**config.mk**
```make
export PLATFORM = sky130hd
export DESIGN_NAME = btn_input_ctrl
export DESIGN_NICKNAME = d
export VERILOG_FILES = /design/src/rtl/btn_pkg.sv /design/src/rtl/btn_chan.sv /design/src/rtl/btn_input_ctrl.sv
export SDC_FILE = /design/constraint.sdc
export NUM_CORES = 1
export LEC_CHECK = 0
export CAP_MARGIN = 20
export CORE_UTILIZATION = 55
export CTS_BUF_LIST = sky130_fd_sc_hd__clkbuf_8 sky130_fd_sc_hd__clkbuf_16
export DETAILED_ROUTE_END_ITERATION = 10
export PLACE_DENSITY_LB_ADDON = 0.08
export SETUP_SLACK_MARGIN = 0.3
export SLEW_MARGIN = 20
export SYNTH_ARGS = -nofsm -noshare
export SYNTH_HDL_FRONTEND = slang
export SYNTH_SLANG_ARGS = --single-unit
```
**constraint.sdc**
```tcl
create_clock -name i_clk -period 2.5 [get_ports i_clk]
set_input_delay 0.75 -clock i_clk [delete_from_list [all_inputs] [get_ports i_clk]]
set_output_delay 0.75 -clock i_clk [all_outputs]
set_load 0.05 [all_outputs]
```
**src/rtl/btn_pkg.sv**
```systemverilog
// Shared definitions for the button input controller.
//   btn_state_e : per-channel press-classification FSM states
//   cnt_width() : counter width able to hold 0..n without wrap
package btn_pkg;

  typedef enum logic [1:0] {
    StIdle,
    StPressed,
    StHeld
  } btn_state_e;

  function automatic int unsigned cnt_width(input int unsigned n);
    return $clog2(n) + 1;
  endfunction

endpackage

```
**src/rtl/btn_chan.sv**
```systemverilog
// One button channel: 2-flop synchroniser, polarity stage, debouncer,
// press/long/repeat/release classifier and sticky event flag.
// Ports:
//   i_clk      system clock (clk40)
//   reset_n    asynchronous active-low reset
//   i_btn      raw button pin, asynchronous
//   i_evt_clr  clear of the sticky flag, 1-cycle pulse
//   o_btn      debounced level, 1 = pressed
//   o_press    1-cycle pulse on debounced press
//   o_release  1-cycle pulse on debounced release
//   o_long     1-cycle pulse when the hold reaches LONG_CYCLES
//   o_repeat   1-cycle auto-repeat pulse
//   o_evt      sticky flag set by press/long/repeat
module btn_chan #(
  parameter bit          ACTIVE_LOW      = 1'b1,
  parameter int unsigned MIN_PULSE_WIDTH = 25000,
  parameter int unsigned LONG_CYCLES     = 20000000,
  parameter int unsigned REPEAT_CYCLES   = 4000000
) (
  input  logic i_clk,
  input  logic reset_n,
  input  logic i_btn,
  input  logic i_evt_clr,
  output logic o_btn,
  output logic o_press,
  output logic o_release,
  output logic o_long,
  output logic o_repeat,
  output logic o_evt
);

  import btn_pkg::*;

  localparam int unsigned DebW    = cnt_width(MIN_PULSE_WIDTH);
  localparam int unsigned HoldMax = (LONG_CYCLES > REPEAT_CYCLES) ? LONG_CYCLES : REPEAT_CYCLES;
  localparam int unsigned HoldW   = cnt_width(HoldMax);

  localparam logic [DebW-1:0]  DebLast    = DebW'(MIN_PULSE_WIDTH - 1);
  localparam logic [HoldW-1:0] LongLast   = HoldW'(LONG_CYCLES - 1);
  localparam logic [HoldW-1:0] RepeatLast = HoldW'(REPEAT_CYCLES - 1);
  // Raw pin level that means "not pressed".
  localparam logic             IdleLevel  = ACTIVE_LOW;

  logic             sync1_q, sync2_q;
  logic             norm_q;
  logic [DebW-1:0]  deb_cnt_q, deb_cnt_d;
  logic             deb_q, deb_d;
  logic             deb_differ, deb_flip, rise, fall;
  btn_state_e       state_q, state_d;
  logic [HoldW-1:0] hold_q, hold_d;
  logic             press_q, press_d;
  logic             release_q, release_d;
  logic             long_q, long_d;
  logic             repeat_q, repeat_d;
  logic             evt_q, evt_d;

  // Debouncer: count consecutive cycles the normalised input differs from
  // the debounced state; flip once the run reaches MIN_PULSE_WIDTH.
  always_comb begin
    deb_differ = norm_q ^ deb_q;
    deb_flip   = deb_differ && (deb_cnt_q == DebLast);
    deb_d      = deb_q ^ deb_flip;
    if (!deb_differ || deb_flip) begin
      deb_cnt_d = '0;
    end else begin
      deb_cnt_d = deb_cnt_q + DebW'(1);
    end
    rise = deb_flip & ~deb_q;
    fall = deb_flip & deb_q;
  end

  // Classifier. Pulses are registered alongside deb_q so o_press/o_release
  // line up with the o_btn edge. A fall takes priority over long/repeat.
  always_comb begin
    state_d   = state_q;
    hold_d    = hold_q;
    press_d   = 1'b0;
    release_d = 1'b0;
    long_d    = 1'b0;
    repeat_d  = 1'b0;
    unique case (state_q)
      StIdle: begin
        if (rise) begin
          press_d = 1'b1;
          hold_d  = '0;
          state_d = StPressed;
        end
      end
      StPressed: begin
        if (fall) begin
          release_d = 1'b1;
          hold_d    = '0;
          state_d   = StIdle;
        end else if (hold_q == LongLast) begin
          long_d  = 1'b1;
          hold_d  = '0;
          state_d = StHeld;
        end else begin
          hold_d = hold_q + HoldW'(1);
        end
      end
      StHeld: begin
        if (fall) begin
          release_d = 1'b1;
          hold_d    = '0;
          state_d   = StIdle;
        end else if (hold_q == RepeatLast) begin
          repeat_d = 1'b1;
          hold_d   = '0;
        end else begin
          hold_d = hold_q + HoldW'(1);
        end
      end
      default: begin
        state_d = StIdle;
        hold_d  = '0;
      end
    endcase
  end

  // Set from the visible pulses so a clear in the same cycle as a pulse loses.
  always_comb begin
    evt_d = press_q | long_q | repeat_q | (evt_q & ~i_evt_clr);
  end

  always_ff @(posedge i_clk or negedge reset_n) begin
    if (!reset_n) begin
      sync1_q   <= IdleLevel;
      sync2_q   <= IdleLevel;
      norm_q    <= 1'b0;
      deb_cnt_q <= '0;
      deb_q     <= 1'b0;
      state_q   <= StIdle;
      hold_q    <= '0;
      press_q   <= 1'b0;
      release_q <= 1'b0;
      long_q    <= 1'b0;
      repeat_q  <= 1'b0;
      evt_q     <= 1'b0;
    end else begin
      sync1_q   <= i_btn;
      sync2_q   <= sync1_q;
      // Registered polarity stage: step-to-o_btn latency is MIN_PULSE_WIDTH+2.
      norm_q    <= sync2_q ^ ACTIVE_LOW;
      deb_cnt_q <= deb_cnt_d;
      deb_q     <= deb_d;
      state_q   <= state_d;
      hold_q    <= hold_d;
      press_q   <= press_d;
      release_q <= release_d;
      long_q    <= long_d;
      repeat_q  <= repeat_d;
      evt_q     <= evt_d;
    end
  end

  assign o_btn     = deb_q;
  assign o_press   = press_q;
  assign o_release = release_q;
  assign o_long    = long_q;
  assign o_repeat  = repeat_q;
  assign o_evt     = evt_q;

endmodule

```
**src/rtl/btn_input_ctrl.sv**
```systemverilog
// Multi-channel button input controller for the pio_0 ctrl_in export
// (PIO input word is {o_btn, o_evt, 28'h0} with N_CH = 2).
// Ports (all vectors are N_CH wide, one bit per channel):
//   i_clk      system clock (clk40)
//   reset_n    asynchronous active-low reset
//   i_btn      raw button pins, asynchronous
//   i_evt_clr  per-channel sticky-flag clear, 1-cycle pulse
//   o_btn      debounced level, 1 = pressed
//   o_press    press pulse
//   o_release  release pulse
//   o_long     long-press pulse
//   o_repeat   auto-repeat pulse
//   o_evt      sticky event flag
module btn_input_ctrl #(
  parameter int unsigned N_CH            = 2,
  parameter bit          ACTIVE_LOW      = 1'b1,
  parameter int unsigned MIN_PULSE_WIDTH = 25000,
  parameter int unsigned LONG_CYCLES     = 20000000,
  parameter int unsigned REPEAT_CYCLES   = 4000000
) (
  input  logic            i_clk,
  input  logic            reset_n,
  input  logic [N_CH-1:0] i_btn,
  input  logic [N_CH-1:0] i_evt_clr,
  output logic [N_CH-1:0] o_btn,
  output logic [N_CH-1:0] o_press,
  output logic [N_CH-1:0] o_release,
  output logic [N_CH-1:0] o_long,
  output logic [N_CH-1:0] o_repeat,
  output logic [N_CH-1:0] o_evt
);

  import btn_pkg::*;

  // Channels are fully independent.
  for (genvar g = 0; g < N_CH; g++) begin : g_chan
    btn_chan #(
      .ACTIVE_LOW      (ACTIVE_LOW),
      .MIN_PULSE_WIDTH (MIN_PULSE_WIDTH),
      .LONG_CYCLES     (LONG_CYCLES),
      .REPEAT_CYCLES   (REPEAT_CYCLES)
    ) u_chan (
      .i_clk     (i_clk),
      .reset_n   (reset_n),
      .i_btn     (i_btn[g]),
      .i_evt_clr (i_evt_clr[g]),
      .o_btn     (o_btn[g]),
      .o_press   (o_press[g]),
      .o_release (o_release[g]),
      .o_long    (o_long[g]),
      .o_repeat  (o_repeat[g]),
      .o_evt     (o_evt[g])
    );
  end

endmodule

```
==> flow_metrics.py <==
metrics = {
    "synthesis": {
        "yosys.area_share.xor_xnor_pct": 6.63,
        "syn_area_per_cell_um2": 9.28,
        "synth_area_leaders": "dfrtp_1 (46%), nand3_1 (5.9%), nor2_1 (4.5%), nand2_1 (4.5%), xnor2_1 (3.6%)",
        "synth_simple_gate_area_share_pct": 29.2,
        "yosysWarnings": 0,
        "yosysTopAreaCellShare_pct": 46.0,
        "yosysUniqueCellTypes": 52,
        "synthMuxAreaShare_pct": 0.383,
        "synth_nets": 615,
        "synthArstFlopShare_pct": 100,
        "synth_top_cell_by_area": "dfrtp_1",
        "synth_seq_area_share_pct": 47.9,
        "synth-adder-area-share_pct": 2.48,
        "ys_ff_latch": 106,
        "synth_edf_count": 0,
        "synth_top_family_by_area": "simple AND/OR/NAND/NOR gates",
        "synthCells": 598,
        "synth_ff_type": "dfrtp_1",
        "syn_area_mm2": 0.00555,
        "synth_compound_area_share_pct": 8.99,
    },
    "timing": {
        "rsz0062_at_grt": "yes",
        "relSlewSlack_pct": 62.9,
        "clock_skew_ns": 0.0107,
        "fmax_mhz": 403,
        "slew_viol_final": 0,
        "setup_viol": 0,
        "fin_crit_sh_pct": 99.2,
        "post-route-min-period_ns": 2.48,
        "finalHoldViolations": 0,
        "setup_ws_ns": 0.0195,
        "worst_slew_pin_slew_ns": 0.557,
    },
    "setup_path": {
        "cp-startpoint": "g_chan[0].u_chan.deb_cnt_q[9]",
        "crit_fanout": 12,
        "path_class": "reg2reg",
        "critPathArrivalTime_ns": 2.80,
        "reg2reg_from": "g_chan[0].u_chan.deb_cnt_q[9]",
        "reg2reg_slack_ns": 0.02,
        "path_cells": "or4_4 -> or4_4 -> o21ai_4 -> o211ai_4 -> buf_12 -> or3_1 -> nand3_1",
        "cp-start-kind": "flip-flop",
        "crit_slowest_cell": "or4_4",
        "max_stage_delay_ns": 0.60,
        "cp.required_ns": 2.82,
        "endpoint_kind": "flip-flop",
        "crit_top_cell": "or4_4",
    },
    "global_route": {
        "grt_use_total_pct": 24.5,
        "grt_util_met2_pct": 41.5,
        "grt_pass1_wl_mm": 19.9,
        "overflow": 0,
        "grt_pass1_vias": 4390,
        "grt_max_degree": 42,
        "antenna_found_initial": 0,
        "gr-max-usage-layer": "met2",
        "grtUsageMet1_pct": 30.2,
        "grtUsageMet3_pct": 5.75,
    },
    "clock_network": {
        "numCtsBuffers": 9,
        "cts_max_path_buffers": 2,
        "hold_buffers": 0,
        "ctsHtreeMaxLevel": 3,
        "clk_pin_slew_ns": 0.10,
        "root_buffer": "clkbuf_8",
        "insertion_delay_ns": 0.38,
        "cts_sinks": 106,
        "cts_tree": "built",
    },
    "layout": {
        "post-route-util_pct": 68.0,
        "fin_area_mm2": 0.00665,
        "finalNonFillerCells": 782,
        "drive_gt1_share_pct": 17.3,
        "diodes": 0,
        "syn_to_final_growth_pct": 19.7,
        "nets": 661,
    },
    "floorplanning": {
        "ios": 18,
        "core_mm2": 0.00977,
        "die_h_um": 102,
        "dieArea_mm2": 0.0105,
        "start_util_pct": 56.8,
        "die_w_um": 102,
        "rows": 36,
    },
    "outcome": {
        "outcome": "complete, no violations",
    },
    "detailed_routing": {
        "drt-initial-drc-count": 156,
        "ant_nets": 0,
        "routed_via_density": 5.92,
        "finalWirelength_mm": 12.2,
        "drtPass1Iterations": 4,
        "drcViolationCount": 0,
        "routed-via-count": 4628,
        "wl_per_cell_um": 15.5,
    },
    "place": {
        "dpl.hpwl_mm": 8.16,
        "dpl_worst_slack_ns": -0.0789,
        "placed_cell_area_mm2": 0.00612,
        "place_inst": 756,
        "port-buffer-count": 17,
        "routabilityCongestion": 0.790,
    },
    "pwr": {
        "p_leak_nw": 2.84,
        "ir_drop_mv": 0.377,
        "powerDensity_mw_per_mm2": 440,
    },
    "worst_hold_path": {
        "hold_path.class": "in2async",
    },
    "job": {
        "drv_cap": 0,
    },
}
-- critical path: cells and delay by family, from the launching register on --
family                 cells  cell delay (ns)
buffers and inverters      1             0.17
and+or+nand+nor            4             1.55
DFF                        1             0.39
AOI/OAI and AO/OA          2             0.31
-- worst paths after layout --
path,endpoint,cells past startpoint
max in group asynchronous,g_chan[1].u_chan.sync1_q,2
min in group i_clk,g_chan[1].u_chan.sync2_q,0
max reg2reg,g_chan[0].u_chan.hold_q[19],7
min,g_chan[1].u_chan.hold_q[23],1
max,g_chan[0].u_chan.hold_q[19],7
min reg2reg,g_chan[1].u_chan.sync2_q,0
-- registers in the layout, summed over array words and instances, names as in the netlist, named ones only --
signal	count
g_chan.u_chan.state_q	4
g_chan.u_chan.o_release	2
g_chan.u_chan.hold_q	52
g_chan.u_chan.deb_cnt_q	32
g_chan.u_chan.o_press	2
g_chan.u_chan.o_evt	2
g_chan.u_chan.o_repeat	2
g_chan.u_chan.sync2_q	2
g_chan.u_chan.norm_q	2
g_chan.u_chan.sync1_q	2
g_chan.u_chan.o_long	2
-- cell families after synthesis --
family	Yosys count
flops	106
fa+ha+maj	11
xor+xnor	42
buf+inv	50
compound gates	69
mux	2
simple gates	318
-- cell usage in the layout (no fill, tap or decap), drive strengths merged, types with 4 or more instances in the layout --
cell type	n
clkdlybuf4s50	4
clkbuf	14
xnor2	23
inv	22
ha	11
or3	12
and3	12
buf	48
o21ai	16
nand4	20
dfstp	4
nor2	67
nand2b	5
dfrtp	102
nand2	66
or2	4
and4	10
o31ai	6
nor2b	6
nor3	9
dlygate4sd2	11
nand3	66
o22ai	5
nor4	19
a21oi	8
o311ai	14
and2	7
xor2	19
or4	4
-- cell type report --
type                       count  area, µm²
fill                         780       3130
timing repair buffer          65        627
inverter                      20       75.1
clock buffer                  12        165
sequential                   106       2660
tap                          133        166
multi-input combinational    442       2910
clock inverter                 4       42.5
-- power breakdown --
part | switching [mW] | leakage [nW] | internal, mW
Clock | 0.569 | 0.115 | 0.537
Sequential | 0.0102 | 1.46 | 1.73
Combinational | 0.0541 | 1.26 | 0.0261
Total | 0.633 | 2.84 | 2.29
-- what timing repair did --
item	in CTS	in global routing
gates resized for setup	29	34
pin swaps	5	6
buffers inserted	3	4
cloned	0	3
setup endpoints to repair	81	62
-- cells in the mapped netlist, types with 2 or more instances --
cell and count:
nor2b_1 6, buf_4 12, xnor2_1 23, inv_1 20, nor4_1 19, o31a_1 2, or3_1 12, dfstp_2 4
a21boi_0 2, clkbuf_1 13, nand4_1 20, and2_1 7, and4_1 10, a21o_1 2, nand2b_1 5, o21a_1 3
nor4b_1 3, o311ai_0 12, a22o_1 2, a21oi_1 8, buf_2 4, or4_1 4, o311ai_1 2, o21ai_0 15
dfrtp_1 102, o22ai_1 5, or2_2 4, and3_1 12, nor3b_1 3, nor2_1 67, a31oi_1 3, o31ai_1 6
nand3_1 66, xor2_1 19, ha_1 11, nor3_1 9, nand2_1 66
-- layer usage --
metal  vias to the layer above  part of all wire [%]
li1                       2217                     -
met1                      2282                    43
met2                       105                    51
met3                        24                   4.4
met4                         0                   1.4
met5                         -                     0
-- metrics by stage --
stage / power, mW / hold slack [ns] / TNS, ns
floorplan: 1.79 / 0.345 / 0
global placement: 1.85 / 0.348 / -0.248
detailed placement: 1.85 / 0.349 / -1.22
CTS: 2.95 / 0.365 / 0
global route: 3.03 / 0.369 / -0.321
finish: 2.92 / 0.356 / 0
Note: power is estimated with default switching activity, not from simulation.
